<file path="src/rtl/serial_add_ctrl.sv">
// Bit-serial adder sequencer: feeds an external combinational full-adder cell one
// operand bit per clock (LSB first), carries between bits and assembles the result.
`timescale 1ns / 1ps

module serial_add_ctrl #(
    parameter int WIDTH = 4
) (
    input  logic             clk,
    input  logic             rst_n,
    input  logic             start,
    input  logic [WIDTH-1:0] a,
    input  logic [WIDTH-1:0] b,
    input  logic             c_in,
    output logic             fa_a,
    output logic             fa_b,
    output logic             fa_cin,
    input  logic             fa_sum,
    input  logic             fa_cout,
    output logic             busy,
    output logic             done,
    output logic [WIDTH-1:0] sum,
    output logic             c_out
);

    localparam int CW = (WIDTH > 1) ? $clog2(WIDTH) : 1;
    localparam logic [CW-1:0] LAST = CW'(WIDTH - 1);

    typedef enum logic [1:0] {
        IDLE,
        SHIFT,
        DONE
    } state_t;

    state_t           state_q, state_d;
    logic [WIDTH-1:0] a_q, a_d;
    logic [WIDTH-1:0] b_q, b_d;
    logic             carry_q, carry_d;
    logic [WIDTH-1:0] shift_q, shift_d;
    logic [CW-1:0]    cnt_q, cnt_d;
    logic [WIDTH-1:0] sum_q, sum_d;
    logic             c_out_q, c_out_d;
    logic [WIDTH-1:0] shift_nx;

    // NOTE: every signal gets its default first so no path through the case leaves
    // a value unassigned, which would otherwise infer a latch.
    always_comb begin
        state_d  = state_q;
        a_d      = a_q;
        b_d      = b_q;
        carry_d  = carry_q;
        shift_d  = shift_q;
        cnt_d    = cnt_q;
        sum_d    = sum_q;
        c_out_d  = c_out_q;
        // Written as shift-then-insert so WIDTH=1 needs no empty part-select.
        shift_nx = shift_q >> 1;
        shift_nx[WIDTH-1] = fa_sum;

        case (state_q)
            IDLE: begin
                if (start) begin
                    a_d     = a;
                    b_d     = b;
                    carry_d = c_in;
                    cnt_d   = '0;
                    state_d = SHIFT;
                end
            end
            SHIFT: begin
                shift_d = shift_nx;
                a_d     = a_q >> 1;
                b_d     = b_q >> 1;
                carry_d = fa_cout;
                cnt_d   = cnt_q + CW'(1);
                if (cnt_q == LAST) begin
                    sum_d   = shift_nx;
                    c_out_d = fa_cout;
                    cnt_d   = '0;
                    state_d = DONE;
                end
            end
            DONE:    state_d = IDLE;
            default: state_d = IDLE;
        endcase
    end

    // NOTE: state registers use non-blocking assignments so every register samples
    // the pre-edge values of the others, independent of statement order.
    always_ff @(posedge clk or negedge rst_n) begin
        if (!rst_n) begin
            state_q <= IDLE;
            a_q     <= '0;
            b_q     <= '0;
            carry_q <= 1'b0;
            shift_q <= '0;
            cnt_q   <= '0;
            sum_q   <= '0;
            c_out_q <= 1'b0;
        end else begin
            state_q <= state_d;
            a_q     <= a_d;
            b_q     <= b_d;
            carry_q <= carry_d;
            shift_q <= shift_d;
            cnt_q   <= cnt_d;
            sum_q   <= sum_d;
            c_out_q <= c_out_d;
        end
    end

    assign busy   = (state_q == SHIFT);
    assign done   = (state_q == DONE);
    assign fa_a   = busy & a_q[0];
    assign fa_b   = busy & b_q[0];
    assign fa_cin = busy & carry_q;
    assign sum    = sum_q;
    assign c_out  = c_out_q;

endmodule

</file>
<file path="config.mk">
export PLATFORM = sky130hd
export DESIGN_NAME = serial_add_ctrl
export DESIGN_NICKNAME = d
export VERILOG_FILES = /design/src/rtl/serial_add_ctrl.sv
export SDC_FILE = /design/constraint.sdc
export NUM_CORES = 1
export LEC_CHECK = 0
export ABC_AREA = 1
export CAP_MARGIN = 20
export CELL_PAD_IN_SITES_DETAIL_PLACEMENT = 1
export CELL_PAD_IN_SITES_GLOBAL_PLACEMENT = 2
export CORE_MARGIN = 2
export CORE_UTILIZATION = 29
export DETAILED_ROUTE_END_ITERATION = 7
export PLACE_DENSITY = 0.89
export SLEW_MARGIN = 20
export SYNTH_ARGS = -nofsm -noshare
export SYNTH_HDL_FRONTEND = slang
export SYNTH_SLANG_ARGS = --single-unit
</file>
<file path="constraint.sdc">
create_clock -name clk -period 2.78 [get_ports clk]
set_input_delay 0.556 -clock clk [delete_from_list [all_inputs] [get_ports clk]]
set_output_delay 0.556 -clock clk [all_outputs]
set_load 0.01 [all_outputs]
</file>
==> metrics.txt <==
initial antenna violation count=0; Arr. time, crit path=1.79 ns; Synth-to-Final Area Change=27.8%; Worst path top cell family by delay=buffers and inverters; Leakage=0.678 nW; Fmax=427 MHz; synth top area cells=dfrtp_1 (52%), nand2_1 (14%), inv_1 (9.3%); total congestion overflow=0; post-detail-place hpwl=1.73 mm; Non-Filler Instances=196; Synth Area in XOR/XNOR=0%; clock buffer depth=2; final setup TNS=0 ns; largest net degree at the start of global routing=22; PD cells=1030 nW/um2; worst-path fanout max=17; Nets=166; status=finished, final reports clean; switching part of the total=40.8%; synthesized net count=141; num ports=24; Synth Cell Area=1010 um2; WL final=2.22 mm; RSZ-0062 raised after global routing=false; Initial DRC Count=28; area leader, netlist=dfrtp_1; ANT nets after route=0; core area=3340 um2; Gate Count Post-Synth=126; Seq/Total Area, Yosys=51.9%; most frequent cell after synthesis=nand2_1; compound-cell area share of the yosys netlist=5.80%; Via Count=832; synth cell count leaders=nand2_1 (39), inv_1 (25), dfrtp_1 (21); P_int=0.786 mW; Max-slew headroom=66.8%; Comb power frac=47.9%; crit-path cells=inv_2, nand2_4, nor2_1, clkdlybuf4s50_1; Clock Power Share=10.9%; area of the multi-input gates=349 um2; n_diodes=0; Syn Area/Cell=8.04 um2; post-layout minimum cycle time=2.34 ns; setup bufs post-CTS=0; critical path's slowest cell=clkdlybuf4s50_1; Critical Path RT=2.22 ns; Top FF cell, synth=dfrtp_1; Post-synth EDFFs=0; TritonCTS Sinks=21; Starting Density=30.4%; Critical Path Source Type=register; WP buf/inv=2; die area=3980 um2; post-synthesis adder-cell area fraction=1.23%; Yosys reg bits=21; wire length per cell=11.3 um; first-pass GRT wire length=4.20 mm; ys async rst share=100%; vias in the first global route=929; Max Transition Viols Final=0; synth warn=0; kind of critical path=reg -> out; part of the power in registers=41.2%; height of the die=63.1 um; Yosys top cell area share=51.9%; CTS root buffer=clkbuf_4; Via-to-Cell Ratio=4.24; fraction of layout cells with a size suffix above 1=8.00%; clock-pin slew on the worst setup and hold paths=0.11 ns; Buffers on Ports=23; crit end category=output port; FF/Latch Area=526 um2; drt drc=0; Clock Skews=0.00389 ns; Die X-Extent=63.1 um; row cnt=21; Clk Latency, worst-skew pair=0.30 ns; H-tree depth=1; Filler cells=431; placed cell count=192; worst hold path type=reg -> reg; Worst path max stage delay=0.54 ns; peak supply drop=304 uV; Post-CTS Hold Fix Bufs=0; CTS buffer count=3; GR Util All Layers=12.9%; synth unique cells=15; Tcrit/Tclk final=84.3%; PostCTS Resize Cnt=0; largest family of logic cells by synthesized area=simple AND/OR/NAND/NOR gates; mux share of post-synthesis cell area=0%; Synth Area in Simple Gates=27.4%; P_sw=0.542 mW; CTS tree=done; endpoints failing setup=0; RD Place Congestion=0.674; Worst Tran Pin Value=0.499 ns; Max Cap Violations=0; Fin. Hold Viols=0; DR pass1 iterations=4
placed cells by master (no fill, tap or decap):
| cell | Yosys | final |
|---|---|---|
| dfrtp_1 | 21 | 21 |
| clkinv_2 | 0 | 1 |
| inv_1 | 25 | 25 |
| buf_4 | 1 | 1 |
| o21ai_1 | 6 | 6 |
| inv_2 | 1 | 1 |
| clkbuf_4 | 0 | 3 |
| nor2_1 | 4 | 4 |
| clkdlybuf4s50_1 | 0 | 23 |
| nand2_2 | 3 | 3 |
| o21ai_2 | 1 | 1 |
| ha_1 | 1 | 1 |
| nand3_1 | 15 | 15 |
| nor2_4 | 1 | 1 |
| o21ai_0 | 4 | 4 |
| nand2_1 | 39 | 39 |
| nand2_4 | 1 | 1 |
worst reg2reg max path, cell delays in order, from the launching register on:
cell,delay (ns)
dfrtp_1,0.54
o21ai_2,0.49
nand2_1,0.10
o21ai_1,0.11
logic make-up after synthesis:
group | count (synthesis)
buf+inv | 30
flops | 21
fa+ha+maj | 1
simple gates | 63
compound gates | 11
final timing paths:
check                           start          to  slack, ns  cells after the start
min in group asynchronous       rst_n      b_q[2]       0.59                      2
setup reg to reg           state_q[0]    cnt_q[0]       1.47                      3
hold / removal               cnt_q[1]    cnt_q[1]       0.49                      2
max in group asynchronous       rst_n  state_q[0]       1.97                      2
hold reg to reg              cnt_q[1]    cnt_q[1]       0.49                      2
setup / recovery           state_q[1]        fa_a       0.44                      4
registers in the layout (all words and copies together), names as in the netlist:
signal,flops
c_out,1
sum,4
b_q,4
state_q,2
carry_q,1
a_q,4
shift_q,3
cnt_q,2
per-stage QoR:
step | worst slack [ns] | util (%) | hold WS (ns) | area [um2] | power (mW)
after floorplan | 1.35 | - | 0.260 | 1010 | 0.978
after global placement | 0.816 | 38.0 | 0.460 | 1270 | 1.17
after detailed placement | 0.770 | 38.0 | 0.468 | 1270 | 1.20
after CTS | 0.417 | 38.8 | 0.496 | 1290 | 1.35
after global routing | 0.265 | 38.8 | 0.531 | 1290 | 1.47
final | 0.438 | 38.8 | 0.486 | 1290 | 1.33
power by group through the flow:
stage / logic (mW) / clock network [mW] / registers, mW
after detailed placement: 0.647 / 0 / 0.555
final: 0.636 / 0.145 / 0.547
after global routing: 0.741 / 0.164 / 0.566
after floorplan: 0.448 / 0 / 0.530
after global placement: 0.630 / 0 / 0.544
after CTS: 0.652 / 0.154 / 0.547
area by class of cell:
class / count / share of cell area (%)
Clock buffer: 3 / 1.74
Clock inverter: 1 / 0.386
Inverter: 26 / 7.54
Multi-Input combinational cell: 75 / 27.0
Sequential cell: 21 / 40.6
Tap cell: 46 / 4.44
Timing Repair Buffer: 24 / 18.4
layer usage:
layer | wire [um] | share of wire, % | up-vias | GRT usage [%]
li1 | - | - | 424 | -
met1 | 1010 | 46 | 394 | 15.9
met2 | 1150 | 52 | 12 | 23.4
met3 | 47 | 2.1 | 2 | 1.96
met4 | 7 | 0.32 | 0 | 3.33
met5 | 0 | 0 | - | 0
No activity file was read; power rests on OpenSTA's default activity.
